`src/rtl/multi_debouncer_pkg.sv`:
```
// rtl/multi_debouncer_pkg.sv - shared types and defaults for the multi-channel debouncer
// Purpose: per-channel FSM state encoding and the default stability window.
// Ports: none (package).
package multi_debouncer_pkg;

  typedef enum logic [1:0] {
    STABLE_LOW  = 2'd0,
    RISE_WAIT   = 2'd1,
    STABLE_HIGH = 2'd2,
    FALL_WAIT   = 2'd3
  } db_state_e;

  // 20 ms at 48 MHz
  localparam int unsigned DEFAULT_STABLE_CYCLES = 960000;

endpackage

```
`src/rtl/multi_debouncer_if.sv`:
```
// rtl/multi_debouncer_if.sv - event valid/ready handshake toward the keypad decoder
// Purpose: bundles the debounced-edge event stream.
// Signals: event_valid (event presented), event_ready (consumer accepts),
//          event_ch (channel index), event_press (1 = press, 0 = release).
// Modports: master (debouncer side), slave (consumer side).
interface multi_debouncer_if #(
  parameter int CH_W = 2
);
  logic            event_valid;
  logic            event_ready;
  logic [CH_W-1:0] event_ch;
  logic            event_press;

  modport master (output event_valid, output event_ch, output event_press, input event_ready);
  modport slave  (input event_valid, input event_ch, input event_press, output event_ready);
endinterface

```
`src/rtl/multi_debouncer_channel.sv`:
```
// rtl/multi_debouncer_channel.sv - one channel: optional synchroniser, stability counter, FSM
// Purpose: debounces a single raw input into a clean level and edge-post strobes.
// Config macro: DEBOUNCE_SYNC_EN adds a 2-flop synchroniser in front of the FSM.
// Ports: clk, reset (async active-low), sig_i (raw input), level_o (debounced level),
//        post_o (one-cycle strobe on a confirmed edge), press_o (edge type, valid with post_o).
module debounce_channel
  import multi_debouncer_pkg::*;
#(
  parameter int unsigned STABLE_CYCLES = DEFAULT_STABLE_CYCLES,
  parameter int unsigned CNT_W         = $clog2(STABLE_CYCLES + 1)
) (
  input  logic clk,
  input  logic reset,
  input  logic sig_i,
  output logic level_o,
  output logic post_o,
  output logic press_o
);

  localparam logic [CNT_W-1:0] CNT_LAST = CNT_W'(STABLE_CYCLES - 1);
  localparam logic [CNT_W-1:0] CNT_MAX  = '1;

  logic s;

`ifdef DEBOUNCE_SYNC_EN
  logic [1:0] sync_q;

  always_ff @(posedge clk or negedge reset) begin
    if (!reset) sync_q <= '0;
    else        sync_q <= {sync_q[0], sig_i};
  end

  assign s = sync_q[1];
`else
  assign s = sig_i;
`endif

  db_state_e        state_q, state_d;
  logic [CNT_W-1:0] cnt_q, cnt_d;
  logic [CNT_W-1:0] cnt_inc;

  // Saturating increment: the counter must never wrap back into range
  assign cnt_inc = (cnt_q == CNT_MAX) ? cnt_q : cnt_q + CNT_W'(1);

  always_ff @(posedge clk or negedge reset) begin
    if (!reset) begin
      state_q <= STABLE_LOW;
      cnt_q   <= '0;
    end else begin
      state_q <= state_d;
      cnt_q   <= cnt_d;
    end
  end

  always_comb begin
    state_d = state_q;
    cnt_d   = cnt_q;
    post_o  = 1'b0;
    press_o = 1'b0;
    case (state_q)
      STABLE_LOW: begin
        if (s) begin
          state_d = RISE_WAIT;
          cnt_d   = CNT_W'(1);
        end
      end
      RISE_WAIT: begin
        if (!s) begin
          state_d = STABLE_LOW;
          cnt_d   = '0;
        end else if (cnt_q >= CNT_LAST) begin
          state_d = STABLE_HIGH;
          cnt_d   = '0;
          post_o  = 1'b1;
          press_o = 1'b1;
        end else begin
          cnt_d = cnt_inc;
        end
      end
      STABLE_HIGH: begin
        if (!s) begin
          state_d = FALL_WAIT;
          cnt_d   = CNT_W'(1);
        end
      end
      FALL_WAIT: begin
        if (s) begin
          state_d = STABLE_HIGH;
          cnt_d   = '0;
        end else if (cnt_q >= CNT_LAST) begin
          state_d = STABLE_LOW;
          cnt_d   = '0;
          post_o  = 1'b1;
          press_o = 1'b0;
        end else begin
          cnt_d = cnt_inc;
        end
      end
      default: begin
        state_d = STABLE_LOW;
        cnt_d   = '0;
      end
    endcase
  end

  // Level follows the FSM: high while confirmed high or still waiting to confirm a fall
  assign level_o = (state_q == STABLE_HIGH) || (state_q == FALL_WAIT);

endmodule

```
`src/rtl/multi_debouncer.sv`:
```
// rtl/multi_debouncer.sv - N-channel debouncer with per-channel event slots and handshake output
// Purpose: debounces N_CH inputs and queues confirmed press/release edges to a 1-entry output stage.
// Config macro: DEBOUNCE_SYNC_EN (forwarded to every channel; adds a 2-flop synchroniser).
// Ports: clk, reset (async active-low), sig_in (raw inputs), sig_out (debounced levels),
//        ev (event handshake, master side), overrun (sticky per-channel overwrite flags),
//        overrun_clr (clears all overrun bits).
module multi_debouncer
  import multi_debouncer_pkg::*;
#(
  parameter int unsigned N_CH          = 4,
  parameter int unsigned STABLE_CYCLES = DEFAULT_STABLE_CYCLES,
  parameter int unsigned CNT_W         = $clog2(STABLE_CYCLES + 1),
  parameter int unsigned CH_W          = (N_CH > 1) ? $clog2(N_CH) : 1
) (
  input  logic                  clk,
  input  logic                  reset,
  input  logic [N_CH-1:0]       sig_in,
  output logic [N_CH-1:0]       sig_out,
  multi_debouncer_if.master     ev,
  output logic [N_CH-1:0]       overrun,
  input  logic                  overrun_clr
);

  logic [N_CH-1:0] post;
  logic [N_CH-1:0] chan_press;

  for (genvar g = 0; g < N_CH; g++) begin : g_ch
    debounce_channel #(
      .STABLE_CYCLES (STABLE_CYCLES),
      .CNT_W         (CNT_W)
    ) u_ch (
      .clk     (clk),
      .reset   (reset),
      .sig_i   (sig_in[g]),
      .level_o (sig_out[g]),
      .post_o  (post[g]),
      .press_o (chan_press[g])
    );
  end

  // Pending slots, output register, overrun flags
  logic [N_CH-1:0] full_q, full_d;
  logic [N_CH-1:0] spress_q, spress_d;
  logic [N_CH-1:0] overrun_q, overrun_d;
  logic            valid_q, valid_d;
  logic [CH_W-1:0] ch_q, ch_d;
  logic            opress_q, opress_d;

  logic            pick_found;
  logic [CH_W-1:0] pick_idx;
  logic            load_en;
  logic [N_CH-1:0] take_vec;
  logic [N_CH-1:0] ovr_set;

  // Lowest-index full slot wins: scan downward so the last hit is the lowest index
  always_comb begin
    pick_found = 1'b0;
    pick_idx   = '0;
    for (int i = N_CH - 1; i >= 0; i--) begin
      if (full_q[i]) begin
        pick_found = 1'b1;
        pick_idx   = CH_W'(i);
      end
    end
  end

  assign load_en = !valid_q || ev.event_ready;

  always_comb begin
    take_vec = '0;
    full_d   = full_q;
    spress_d = spress_q;
    ovr_set  = '0;
    for (int i = 0; i < N_CH; i++) begin
      take_vec[i] = load_en && pick_found && (pick_idx == CH_W'(i));
      // A simultaneous take drains the old entry, so the new post lands in a free slot
      if (post[i]) begin
        full_d[i]   = 1'b1;
        spress_d[i] = chan_press[i];
        ovr_set[i]  = full_q[i] && !take_vec[i];
      end else if (take_vec[i]) begin
        full_d[i] = 1'b0;
      end
    end
    // A new overrun wins over a clear on the same edge
    overrun_d = (overrun_clr ? '0 : overrun_q) | ovr_set;
  end

  always_comb begin
    valid_d  = valid_q;
    ch_d     = ch_q;
    opress_d = opress_q;
    if (load_en) begin
      valid_d = pick_found;
      if (pick_found) begin
        ch_d     = pick_idx;
        opress_d = spress_q[pick_idx];
      end
    end
  end

  always_ff @(posedge clk or negedge reset) begin
    if (!reset) begin
      full_q    <= '0;
      spress_q  <= '0;
      overrun_q <= '0;
      valid_q   <= 1'b0;
      ch_q      <= '0;
      opress_q  <= 1'b0;
    end else begin
      full_q    <= full_d;
      spress_q  <= spress_d;
      overrun_q <= overrun_d;
      valid_q   <= valid_d;
      ch_q      <= ch_d;
      opress_q  <= opress_d;
    end
  end

  assign ev.event_valid = valid_q;
  assign ev.event_ch    = ch_q;
  assign ev.event_press = opress_q;
  assign overrun        = overrun_q;

endmodule
```
`src/flat_wrapper.sv`:
```
// flat-port wrapper written by rule: the top's interface ports become plain ports
module multi_debouncer_flat import multi_debouncer_pkg::*;
#(
  parameter int unsigned N_CH          = 4,
  parameter int unsigned STABLE_CYCLES = DEFAULT_STABLE_CYCLES,
  parameter int unsigned CNT_W         = $clog2(STABLE_CYCLES + 1),
  parameter int unsigned CH_W          = (N_CH > 1) ? $clog2(N_CH) : 1
)
  (clk, reset, sig_in, sig_out, overrun, overrun_clr, ev_event_valid, ev_event_ch, ev_event_press, ev_event_ready);
  multi_debouncer_if #(.CH_W(CH_W)) ev_i ();
  input  logic clk;
  input  logic reset;
  input  logic [N_CH-1:0] sig_in;
  output logic [N_CH-1:0] sig_out;
  output logic [N_CH-1:0] overrun;
  input  logic overrun_clr;
  output wire logic [$bits(ev_i.event_valid)-1:0] ev_event_valid;
  output wire logic [$bits(ev_i.event_ch)-1:0] ev_event_ch;
  output wire logic [$bits(ev_i.event_press)-1:0] ev_event_press;
  input wire logic [$bits(ev_i.event_ready)-1:0] ev_event_ready;
  assign ev_event_valid = ev_i.event_valid;
  assign ev_event_ch = ev_i.event_ch;
  assign ev_event_press = ev_i.event_press;
  assign ev_i.event_ready = ev_event_ready;
  multi_debouncer #(.N_CH(N_CH), .STABLE_CYCLES(STABLE_CYCLES), .CNT_W(CNT_W), .CH_W(CH_W)) u_core (.clk(clk), .reset(reset), .sig_in(sig_in), .sig_out(sig_out), .ev(ev_i), .overrun(overrun), .overrun_clr(overrun_clr));
endmodule
```
`config.mk`:
```
export PLATFORM = sky130hd
export DESIGN_NAME = multi_debouncer_flat
export DESIGN_NICKNAME = d
export VERILOG_FILES = /design/src/rtl/multi_debouncer_pkg.sv /design/src/rtl/multi_debouncer_if.sv /design/src/rtl/multi_debouncer_channel.sv /design/src/rtl/multi_debouncer.sv /design/src/flat_wrapper.sv
export SDC_FILE = /design/constraint.sdc
export NUM_CORES = 1
export LEC_CHECK = 0
export BUFFER_PORTS_ARGS = -buffer_cell sky130_fd_sc_hd__buf_2
export CAP_MARGIN = 10
export CORE_MARGIN = 2
export CORE_UTILIZATION = 30
export CTS_BUF_LIST = sky130_fd_sc_hd__clkbuf_16
export CTS_CLUSTER_SIZE = 40
export DETAILED_ROUTE_END_ITERATION = 10
export GPL_TIMING_DRIVEN = 0
export PLACE_DENSITY_LB_ADDON = 0.08
export SETUP_SLACK_MARGIN = 0.1
export SYNTH_ARGS = -nofsm -noshare
export SYNTH_HDL_FRONTEND = slang
export SYNTH_SLANG_ARGS = --single-unit
```
`constraint.sdc`:
```
create_clock -name clk -period 2.8 [get_ports clk]
set_clock_uncertainty 0.1 [all_clocks]
set_input_delay 0.56 -clock clk [delete_from_list [all_inputs] [get_ports clk]]
set_output_delay 0.56 -clock clk [all_outputs]
set_load 0.1 [all_outputs]
```
==> out/results.ini <==
[cts]
clk_pin_slew_ps=70
cts_inserted_buffers=9
htreeDepth=3
cts_sinks=104
tritoncts=built
clock-root-buffer=clkbuf_16
clock_tree.buffer_depth=2
clk_latency_ps=350
cts_hold_buffers=0

[sta]
rsz0062_at_grt=true
finalSetupViolations=0
period_needed_ps=2520
hold_viol=0
tightest_slew_ps=841
min_period_over_period=0.899
relSlewSlack=0.438
worst_hold_slack_ps=53.2
fmax_mhz=397
maxSlewViolCount=0
timing.final.ws_setup_ps=282

[critical_path]
critPathMaxFanout=10
cp-endpoint=u_core.g_ch[1].u_ch.cnt_q[17]
cp_data_required_time_ps=2950
arrival_ps=2660
r2r_slack_ps=280
critical_path.reg2reg.endpoint=u_core.g_ch[1].u_ch.cnt_q[17]
r2r-start=u_core.g_ch[1].u_ch.cnt_q[0]
start_kind=register
crit_type=reg -> reg
crit_start=u_core.g_ch[1].u_ch.cnt_q[0]
cp-end-kind=register
reg2regPathDepth=7

[synthesis]
synth_ff_type=dfrtp_1
synth_top_area_frac=0.405
synth_area_leaders=dfrtp_1 (40%), a31oi_1 (3.5%), nand2_1 (3.4%), a21oi_1 (3.3%), nand3_1 (2.8%)
ys_top_cells_by_count=dfrtp_1 (104), nand2_1 (59), a21oi_1 (43)
synth_async_sr_flop_share=1.00
syn_area_per_cell_um2=8.91
synth_area_leader_cell=dfrtp_1
syn_nets=734
synth_cells=722
syn-cell-area_um2=6430
yosysWarnings=0
synthDistinctLibCells=79
synth-edff-count=0
synth_seq_cells=104
yosysMostFrequentCell=dfrtp_1
yosysSeqAreaShare=0.405

[global_route]
grt_overflow=0
grt_pass1_wl_um=30400
grt_usage=0.168
grt_max_degree=54
antenna_found_initial=0
grt_pass1_vias=5817

[routing]
postRouteAntennaNets=0
detail_route.wl_per_cell_um=17.7
num_vias=5918
via_per_inst=5.73
drc=0
drt_iter0_drc=358
wl_um=18300
first_pass_iters=4

[floorplan]
die_area_um2=22600
die_h_um=150
ios=20
die_w_um=150
core_um2=21000
start_util=0.306
row_count=53

[final_layout]
fin_nets=765
n_antenna_cell=0
post_route_cells_drive_above_1_share=0.0989
area_growth_syn_to_layout_pct=12.7
fill_cells=2170
utilization=0.345

[run_status]
status=completed

[power_and_ir_drop]
peakVddDrop_uv=242
internal_power_mw=2.67
cellLeakagePower_nw=2.92
power_frac_seq=0.410
p_total_mw=4.10
powerDensity_nw_per_um2=565
p_sw_mw=1.43
power_frac_comb=0.255
clkPwrFrac=0.335
p_sw_frac=0.348

[run]
maxCapViolCount=0

[place]
port_buffers=19
hpwl_um=12600
pre_cts_slack_ps=50.8
globalplace.congestion=0.808

[hold_path]
worstHoldPathType=in -> async

state kept, by name, summed over array words and instances (netlist names), named ones only:
signal,count
u_core.ev.event_ch,2
u_core.ev.event_press,1
u_core.ev.event_valid,1
u_core.full_q,4
u_core.g_ch.u_ch.cnt_q,80
u_core.g_ch.u_ch.state_q,4
u_core.overrun,4
u_core.spress_q,4
critical path, stage by stage (launching register included):
cell	delay, ps
dfrtp_1	410
ha_1	250
nand4_1	260
o21ai_0	320
o2bb2ai_1	400
buf_2	360
nor2_1	90
a22o_1	220
power by group through the flow:
stage / Sequential, mW / Combinational (mW) / Clock, mW
after global placement: 1.71 / 1.02 / 0
after floorplan: 1.73 / 0.683 / 0
after detailed placement: 1.71 / 1.03 / 0
after CTS: 1.68 / 1.04 / 1.44
after global routing: 1.70 / 1.14 / 1.49
final: 1.68 / 1.04 / 1.37
placed cells by master (no fill, tap or decap), types with 9 or more instances in the layout:
master | synthesis | layout
a31oi_1 | 36 | 36
a211oi_1 | 10 | 10
and3_1 | 18 | 18
o21ai_0 | 31 | 31
clkbuf_1 | 31 | 28
nand2_1 | 59 | 59
nand3_1 | 36 | 36
a21oi_1 | 43 | 43
and4_1 | 11 | 11
nor2_1 | 38 | 38
clkbuf_16 | 0 | 9
o22a_1 | 19 | 19
nand4_1 | 21 | 21
inv_1 | 32 | 33
o211ai_1 | 13 | 13
buf_2 | 10 | 27
nor3_1 | 25 | 24
dfrtp_1 | 104 | 103
routing by layer:
layer  vias up  track usage  share of wire  wire length [µm]
li1       2871            -              -                 -
met1      2927        0.230           0.48              8860
met2       107        0.275           0.47              8530
met3        13       0.0345          0.039               706
met4         0       0.0358         0.0094               172
met5         -            0              0                 0
cell families (layout without fill, tap and decap cells):
logic type      count (synthesis)  count (layout)  share of synthesized area
simple gates                  268             268                      0.228
xor+xnor                       11              11                     0.0150
buf+inv                        81             117                     0.0562
fa+ha+maj                       4               4                    0.00778
compound gates                251             251                      0.283
flops                         104             104                      0.405
mux                             3               3                    0.00486
timing repair:
item	4_1_cts	5_1_grt
gates cloned	0	0
endpoints found under the setup margin	8	27
buffers inserted	0	1
pin swaps	0	4
resized for setup	1	7
worst min-delay path by stage:
stage,start,end,cells after the start
after floorplan,reset,async pin,0
after global placement,u_core.g_ch[1].u_ch.cnt_q[18],u_core.g_ch[1].u_ch.cnt_q[18],1
after detailed placement,u_core.g_ch[1].u_ch.cnt_q[18],u_core.g_ch[1].u_ch.cnt_q[18],1
after CTS,reset,u_core.g_ch[3].u_ch.cnt_q[2],1
after global routing,reset,u_core.g_ch[3].u_ch.cnt_q[2],1
final,reset,u_core.g_ch[3].u_ch.cnt_q[2],1
metrics by stage:
| step | cell area (µm²) | setup TNS, ps | cells |
|---|---|---|---|
| 2_1_floorplan | 6430 | 0 | 722 |
| 3_3_place_gp | 6870 | -35280 | 1016 |
| 3_5_place_dp | 6900 | 0 | 1017 |
| 4_1_cts | 7220 | 0 | 1033 |
| 5_1_grt | 7250 | 0 | 1033 |
| 6_report | 7250 | 0 | 1033 |
final cells by class:
| cell class | instances | area (µm²) | area share |
|---|---|---|---|
| repair buffers | 21 | 149 | 0.0205 |
| well taps | 275 | 344 | 0.0475 |
| plain buffers | 48 | 243 | 0.0335 |
| clock inverters | 7 | 87.6 | 0.0121 |
| clock buffers | 9 | 225 | 0.0311 |
| inverters | 32 | 120 | 0.0166 |
| multi-input cells | 537 | 3480 | 0.480 |
| flip-flops and latches | 104 | 2600 | 0.359 |
(Power assumes the default switching activity.)
